### src/rtl/loopback_pkg.sv
// Shared types and constants for the loopback elastic buffer.
package loopback_pkg;

  localparam int DROP_CNT_W = 16;

  typedef enum logic [1:0] {
    MODE_ECHO = 2'd0,
    MODE_HOLD = 2'd1,
    MODE_DROP = 2'd2,
    MODE_RSVD = 2'd3
  } mode_t;

endpackage

### src/rtl/fifo_ram.sv
// WIDTH x DEPTH storage array: synchronous write, registered read port.
module fifo_ram #(
  parameter int WIDTH = 8,
  parameter int DEPTH = 16,
  parameter int AW    = $clog2(DEPTH)
) (
  input  logic             clk,
  input  logic             rst,
  input  logic             we,
  input  logic [AW-1:0]    waddr,
  input  logic [WIDTH-1:0] wdata,
  input  logic             re,
  input  logic [AW-1:0]    raddr,
  output logic [WIDTH-1:0] rdata
);

  logic [WIDTH-1:0] mem [DEPTH];

  always_ff @(posedge clk) begin
    if (we) mem[waddr] <= wdata;
  end

  always_ff @(posedge clk or posedge rst) begin
    if (rst)     rdata <= '0;
    else if (re) rdata <= mem[raddr];
  end

endmodule

### src/rtl/loopback_fifo.sv
// Elastic buffer between UART RX and TX with hold/drop modes, flush,
// overflow statistics and hysteretic RTS flow control.
module loopback_fifo
  import loopback_pkg::*;
#(
  parameter int WIDTH     = 8,
  parameter int DEPTH     = 16,
  parameter int HIGH_MARK = 12,
  parameter int LOW_MARK  = 4
) (
  input  logic                         clk,
  input  logic                         rst,
  input  logic [WIDTH-1:0]             din,
  input  logic                         we,
  output logic                         full,
  output logic [WIDTH-1:0]             dout,
  input  logic                         re,
  output logic                         empty,
  input  logic [1:0]                   mode,
  input  logic                         flush,
  input  logic                         clr_stats,
  output logic [$clog2(DEPTH+1)-1:0]   level,
  output logic                         rts_n,
  output logic                         overflow,
  output logic [DROP_CNT_W-1:0]        drop_count
);

  localparam int AW = $clog2(DEPTH);
  localparam int LW = $clog2(DEPTH+1);
  localparam logic [LW-1:0] LVL_FULL = LW'(DEPTH);
  localparam logic [LW-1:0] LVL_HIGH = LW'(HIGH_MARK);
  localparam logic [LW-1:0] LVL_LOW  = LW'(LOW_MARK);

  mode_t                  mode_s;
  logic [AW-1:0]          wr_ptr_q, wr_ptr_d, rd_ptr_q, rd_ptr_d;
  logic [LW-1:0]          level_q, level_d;
  logic                   full_q, empty_q;
  logic                   rts_q, rts_d;
  logic                   ovf_q, ovf_d;
  logic [DROP_CNT_W-1:0]  drop_q, drop_d;
  logic                   wr_ok, rd_ok, wr_rej, drop_evt;

  assign mode_s = mode_t'(mode);

  // Flush suppresses every request in its cycle, including statistics.
  always_comb begin
    wr_ok    = 1'b0;
    rd_ok    = 1'b0;
    wr_rej   = 1'b0;
    drop_evt = 1'b0;
    if (!flush) begin
      if (we) begin
        if (mode_s == MODE_DROP) begin
          drop_evt = 1'b1;
        end else if (full_q) begin
          wr_rej   = 1'b1;
          drop_evt = 1'b1;
        end else begin
          wr_ok = 1'b1;
        end
      end
      rd_ok = re && (level_q != '0) && (mode_s != MODE_HOLD);
    end
  end

  always_comb begin
    wr_ptr_d = wr_ok ? wr_ptr_q + AW'(1) : wr_ptr_q;
    rd_ptr_d = rd_ok ? rd_ptr_q + AW'(1) : rd_ptr_q;
    unique case ({wr_ok, rd_ok})
      2'b10:   level_d = level_q + LW'(1);
      2'b01:   level_d = level_q - LW'(1);
      default: level_d = level_q;
    endcase
    if (flush) begin
      wr_ptr_d = '0;
      rd_ptr_d = '0;
      level_d  = '0;
    end

    rts_d = rts_q;
    if (level_d >= LVL_HIGH)     rts_d = 1'b1;
    else if (level_d <= LVL_LOW) rts_d = 1'b0;

    // A drop coinciding with clr_stats survives as the first new event.
    ovf_d  = ovf_q | wr_rej;
    drop_d = drop_q;
    if (clr_stats) begin
      ovf_d  = wr_rej;
      drop_d = drop_evt ? DROP_CNT_W'(1) : '0;
    end else if (drop_evt && (drop_q != '1)) begin
      drop_d = drop_q + DROP_CNT_W'(1);
    end
  end

  always_ff @(posedge clk or posedge rst) begin
    if (rst) begin
      wr_ptr_q <= '0;
      rd_ptr_q <= '0;
      level_q  <= '0;
      full_q   <= 1'b0;
      empty_q  <= 1'b1;
      rts_q    <= 1'b0;
      ovf_q    <= 1'b0;
      drop_q   <= '0;
    end else begin
      wr_ptr_q <= wr_ptr_d;
      rd_ptr_q <= rd_ptr_d;
      level_q  <= level_d;
      full_q   <= (level_d == LVL_FULL);
      empty_q  <= (level_d == '0) || (mode_s == MODE_HOLD);
      rts_q    <= rts_d;
      ovf_q    <= ovf_d;
      drop_q   <= drop_d;
    end
  end

  fifo_ram #(
    .WIDTH (WIDTH),
    .DEPTH (DEPTH)
  ) u_ram (
    .clk   (clk),
    .rst   (rst),
    .we    (wr_ok),
    .waddr (wr_ptr_q),
    .wdata (din),
    .re    (rd_ok),
    .raddr (rd_ptr_q),
    .rdata (dout)
  );

  assign full       = full_q;
  assign empty      = empty_q;
  assign level      = level_q;
  assign rts_n      = rts_q;
  assign overflow   = ovf_q;
  assign drop_count = drop_q;

endmodule

### config.mk
export PLATFORM = sky130hd
export DESIGN_NAME = loopback_fifo
export DESIGN_NICKNAME = d
export VERILOG_FILES = /design/src/rtl/loopback_pkg.sv /design/src/rtl/fifo_ram.sv /design/src/rtl/loopback_fifo.sv
export SDC_FILE = /design/constraint.sdc
export NUM_CORES = 1
export LEC_CHECK = 0
export ABC_AREA = 0
export BUFFER_PORTS_ARGS = -buffer_cell sky130_fd_sc_hd__clkbuf_2
export CORE_MARGIN = 2
export CORE_UTILIZATION = 45
export DETAILED_ROUTE_END_ITERATION = 10
export GPL_TIMING_DRIVEN = 0
export HOLD_SLACK_MARGIN = 0.05
export PLACE_DENSITY = 0.69
export SYNTH_ARGS = -nofsm -noshare
export SYNTH_HDL_FRONTEND = slang
export SYNTH_SLANG_ARGS = --single-unit
### constraint.sdc
create_clock -name clk -period 4.6 [get_ports clk]
set_input_delay 0.69 -clock clk [delete_from_list [all_inputs] [get_ports clk]]
set_output_delay 0.69 -clock clk [all_outputs]
set_load 0.01 [all_outputs]
## After elaboration in Yosys (flattened, before gate mapping)

Memory sizes are Yosys's and may differ from the RTL's. A register that Yosys moved wholly into a read port is not among the register bits.
Index checks and enable logic that the tools add are counted.

- Add/subtract/negate cells: 5
- $lt $le $gt $ge: 2
- Eq/ne operators: 7
- Muxes and demuxes: 26
- Bitwise logic cells: 1
- Reductions and logical operators: 10

Operators by type and width:

| operator | count |
|---|---|
| 16-bit two-way mux | 2 |
| 1-bit two-way mux | 18 |
| 16-bit by 1-bit adder with 16-bit output (second input constant) | 1 |
| 4-bit two-way mux | 4 |
| 16-bit inequality test (second input constant) | 1 |
| 5-bit one-hot mux with 2 select lines | 1 |
| 4-bit by 1-bit adder with 4-bit output (second input constant) | 2 |
| 2-bit nonzero test | 4 |
| 5-bit by 1-bit adder with 5-bit output (second input constant) | 1 |
| 5-bit == test (second input constant) | 1 |
| 5-bit by 4-bit >= comparator with 1-bit output (second input constant) | 1 |
| 5-bit by 3-bit <= comparator with 1-bit output (second input constant) | 1 |
| 5-bit logical NOT | 1 |
| 5-bit two-way mux | 1 |
| 5-bit nonzero test | 1 |
| 5-bit by 1-bit subtractor with 5-bit output (second input constant) | 1 |
| 2-bit by 1-bit == test with 1-bit output (second input constant) | 2 |
| 2-bit == test (second input constant) | 2 |
| 1-bit logical AND | 3 |
| 2-bit by 1-bit inequality test with 1-bit output (second input constant) | 1 |
| 1-bit logical OR | 1 |
| 1-bit OR | 1 |

- Flip-flop bits (word level): 33
- Bits in writable memories: 128
- Input port bits: 16
- Word-level logic and storage cells: 60
- Memories: 1

Memories:

| name | depth | bits a word | rd ports | clocked after Yosys merged registers in | wr ports | line | RTL |
|---|---|---|---|---|---|---|---|
| u_ram.mem | 16 | 8 | 1 | 1 | 1 | fifo_ram.sv:17 | `logic [WIDTH-1:0] mem [DEPTH];` |

## Longest topological paths before layout

- Word-level depth: 10
- Depth in mapped cells: 13
- Depth with buffers taken out: 12

## Hierarchy

Synthesis repeated with hierarchy kept, for this count alone.

- Cell total of the unflattened synthesis: 442
- Area, all modules: 7290.7 um2

Modules (own cells, without submodules):

| module | instances | cells each | area each (um2) | sequential area each (um2) |
|---|---|---|---|---|
| fifo_ram | 1 | 241 | 5335.1 | 4043.9 |
| loopback_fifo | 1 | 201 | 1955.6 | 827.0 |

## Worst setup path after synthesis

No wires, ideal clock.

- Path type: reg-to-reg
- Start point: reg level_q[0] (netlist: level[0])
- End point: reg rts_q (netlist: rts_n)
- Setup time: 132 ps
- Arrival: 3159 ps
- Required time: 4468 ps
- Path slack: 1309 ps
- Cell stages (with the launch flop): 13
- Path through: dfrtp_1 > or4_4 > o21ai_4 > nand2b_1 > buf_6 > inv_6 > ha_1 > ha_1 > or4b_2 > o311ai_0 > nor3_1 > nor2_1 > a31oi_1

- Longest elaborated chain between the ends: 9

Ends and longest elaborated chain:

| what | line | RTL |
|---|---|---|
| start: declaration | loopback_fifo.sv:36 | `logic [LW-1:0] level_q, level_d;` |
| start signal: assignment | loopback_fifo.sv:108 | `level_q <= level_d;` |
| 5-bit nonzero test (*) | loopback_fifo.sv:62 | `rd_ok = re && (level_q != '0) && (mode_s != MODE_HOLD);` |
| 1-bit logical AND (*) (2 in a row) | loopback_fifo.sv:62 |  |
| 1-bit two-way mux (*) | loopback_fifo.sv:51 | `if (!flush) begin` |
| net rd_ok | loopback_fifo.sv:41 | `logic wr_ok, rd_ok, wr_rej, drop_evt;` |
| 2-bit by 1-bit == test with 1-bit output / 2-bit == test (equally long branches) | loopback_fifo.sv:69 | `unique case ({wr_ok, rd_ok})` |
| 5-bit one-hot mux with 2 select lines (*) | loopback_fifo.sv:69 |  |
| 5-bit two-way mux (*) | loopback_fifo.sv:74 | `if (flush) begin` |
| 5-bit by 4-bit >= comparator with 1-bit output / 5-bit by 3-bit <= comparator with 1-bit output (equally long branches) | loopback_fifo.sv:81, loopback_fifo.sv:82 |  |
| 1-bit two-way mux / 2-bit nonzero test (equally long branches) | n/a |  |
| end signal: assignment | loopback_fifo.sv:111 | `rts_q <= rts_d;` |
| end: declaration | loopback_fifo.sv:38 | `logic rts_q, rts_d;` |

The timed path passes the listed nets; every way through them passes the cells marked *.
A chain may end at the register's enable or synchronous reset.

## Final worst setup path

Same ends and word-level chain as after synthesis.

==> reports/metrics.yaml <==
run_status:
  status: "complete, no violations"
synthesis:
  ys_types: 48
  synth_ff_type: "edfxtp_1"
  synth_edf_count: 128
  yosys-top-cells-count: "128 x edfxtp_1, 44 x nor2_1, 40 x dfrtp_1, 32 x mux4_2, 21 x nand2_1"
  synth_area_sq_um: 7260
  synth_top_cell_area_share_pct: 53.0
  post_synth.cell_area_avg_sq_um: 16.2
  seq_area_frac_synth_pct: 67.1
  ys_top_cells_by_area: "edfxtp_1 53%, dfrtp_1 14%, mux4_2 9.9%, mux2i_1 2.5%, xnor2_1 2.3%"
  async_flop_share_pct: 24.3
  yosysMostFrequentCell: "edfxtp_1"
  synth_seq_cells: 169
  synthCells: 448
  yosys_warnings: 0
  synth_nets: 475
  synth.largest_area_cell: "edfxtp_1"
global_route:
  grt_use_total_pct: 18.3
  grt_max_degree: 42
  gr-total-overflow: 0
  grt_first_pass_wirelength_um: 22300
  first_global_vias: 4003
  grt_antenna_before_repair: 0
clock_tree:
  cts.sinks: 169
  clk_latency_ns: 0.43
  cts_buffers: 17
  htree_levels: 4
  tritoncts: "built"
  clk_pin_slew_ns: 0.07
  ctsHoldBuffers: 0
  cts_resized: 0
  cts_root_buffer: "clkbuf_16"
  postCtsSetupRepairBufs: 0
  clock_path_buffers: 2
floorplanning:
  core_sq_um: 15800
  die_w_um: 131
  die_h_um: 131
  num_rows: 46
  dieArea_sq_um: 17200
  ios: 49
  start_util_pct: 45.8
critical_path:
  crit_path_cell_trace: "or4_4, o21ai_4, nand2b_1, buf_6, inv_6, ha_1, ha_1, or4b_2, o311ai_0, nor3_1, nor2_1, a31oi_1"
  slowest_delay_ns: 0.67
  worstSetupStartpointType: "flop"
  crit_fanout: 9
  reg2reg_slack_ns: 1.01
  crit_path_frequent_cell: "ha_1"
  setup.worst_path.end_class: "flop"
  worstReg2RegStart: "level[0]$_DFF_PP0_"
  reg2reg_depth: 12
  path_buf_inv: 2
  cp.arrival_ns: 3.90
  worst-path-stages: 12
  r2r_end: "rts_n$_DFFE_PP0P_"
  critPathTopFamily: "simple AND/OR/NAND/NOR gates"
  slowest_stage: "or4b_2"
  worstPathRequired_ns: 4.90
  crit_type: "flop to flop"
sta:
  finalCritPeriodShare_pct: 78.1
  period_needed_ns: 3.59
  setup_viol: 0
  slew_headroom_pct: 19.0
  rsz0062_at_grt: "no"
  fin_setup_tns_ns: 0
  finClkSkew_ns: 0.00988
  worst_slew_pin_slew_ns: 1.21
  hold_viol: 0
  holdWs_ns: 0.433
  slew_violations: 0
  fin_ws_ns: 1.01
  max_freq_ghz: 0.278
finish:
  syn_to_final_growth_pct: 15.0
  multi_input_area_sq_um: 2200
  diodes: 0
  finalNetCount: 540
  drive_above_1_share_pct: 26.8
  nFillCells: 1290
  regArea_sq_um: 4870
drt:
  drt_iter0_markers: 323
  drc: 0
  ant_nets: 0
  avgRoutedWirePerCell_um: 19.9
  drt-total-wl_um: 14800
  drt_first_pass_iters: 4
  vias: 4040
  via_per_inst: 5.44
pwr:
  total_leakage_power_nw: 2.88
  p_per_area_nw_per_um2: 421
  ir_drop_v: 0.000345
hold_path:
  worstHoldPathType: "input pin to asynchronous set/reset pin"
flow_run:
  max_cap_violations: 0
place:
  io_buffers: 46
  hpwl_um: 9840
  dp_slack_ns: 0.870
  gp_congestion: 0.812
-- metrics by stage --
step	instance area (sq um)	utilization [%]	total power, mW	cells
after floorplan	7260	-	1.99	448
after global placement	7760	49.0	2.11	710
after detailed placement	7760	49.0	2.12	710
after CTS	8350	52.7	3.54	742
after global routing	8350	52.7	3.63	742
final	8350	52.7	3.51	742
-- where the power goes --
| part | total, mW | internal [mW] | switching, mW |
|---|---|---|---|
| logic | 0.355 | 0.155 | 0.199 |
| registers | 1.73 | 1.69 | 0.0373 |
| clock network | 1.43 | 0.811 | 0.615 |
| total | 3.51 | 2.66 | 0.852 |
-- layout by cell type (no fill, tap or decap), types with 3 or more instances in the layout --
master / synthesis / routed
edfxtp_1: 128 / 128
clkbuf_2: 0 / 46
nor2_1: 44 / 44
dfrtp_1: 40 / 40
mux4_2: 32 / 32
nand2_1: 21 / 21
xnor2_1: 19 / 19
nor3_1: 18 / 18
mux2i_1: 18 / 18
clkbuf_16: 0 / 17
inv_1: 14 / 13
ha_1: 10 / 10
o221ai_2: 8 / 8
clkbuf_1: 7 / 7
nand3_1: 7 / 7
nor2b_1: 6 / 6
nor4_1: 6 / 6
o21ai_0: 5 / 5
a21oi_1: 5 / 5
nand2b_1: 5 / 5
inv_6: 1 / 5
nand4_1: 4 / 4
nor3b_1: 4 / 4
buf_2: 4 / 4
buf_1: 3 / 3
and4_1: 3 / 3
or2_2: 3 / 3
buf_4: 3 / 3
xor2_1: 3 / 3
-- kinds of logic (layout without fill, tap and decap cells) --
kind of cell / Yosys count / in the layout / share of synthesized area (%)
DFF: 169 / 169 / 67.1
muxes: 52 / 52 / 12.7
AOI/OAI and AO/OA: 29 / 29 / 3.71
buffers and inverters: 35 / 113 / 2.53
adders and majority gates: 11 / 11 / 2.00
xor gates and xnor gates: 22 / 22 / 2.66
and+or+nand+nor: 130 / 130 / 9.24
-- worst max-delay path by stage --
stage | start | slack, ns | end
after floorplan | level[0]$_DFF_PP0_ | 1.31 | rts_n$_DFFE_PP0P_
after CTS | level[0]$_DFF_PP0_ | 1.02 | rts_n$_DFFE_PP0P_
final | level[0]$_DFF_PP0_ | 1.01 | rts_n$_DFFE_PP0P_
after detailed placement | mode[1] | 0.87 | rts_n$_DFFE_PP0P_
after global routing | level[0]$_DFF_PP0_ | 0.82 | rts_n$_DFFE_PP0P_
after global placement | mode[1] | 0.94 | rts_n$_DFFE_PP0P_
-- sequential cells by signal, summed over array words and instances, names as in the netlist --
signal / count
empty: 1
level: 5
rd_ptr_q: 4
rts_n: 1
full: 1
u_ram.rdata: 8
drop_count: 16
u_ram.mem: 128
wr_ptr_q: 4
overflow: 1
-- metal layers --
metal | share of wire, % | routed length (um) | up-vias | track usage, %
li1 | - | - | 1856 | -
met5 | 0 | 0 | - | 0
met2 | 50 | 7450 | 116 | 29.8
met4 | 0.93 | 138 | 0 | 4.94
met1 | 44 | 6480 | 2057 | 24.2
met3 | 4.7 | 695 | 11 | 5.29
-- cell type report --
cell class                 count  share of cell area [%]
timing repair buffer          46                    2.76
clock buffer                  17                    5.10
inverter                      15                   0.735
clock inverter                15                    1.96
sequential                   169                    58.4
multi-input combinational    244                    26.4
tap                          216                    3.24
buffer                        20                    1.47
Note: power is estimated with default switching activity, not from simulation.
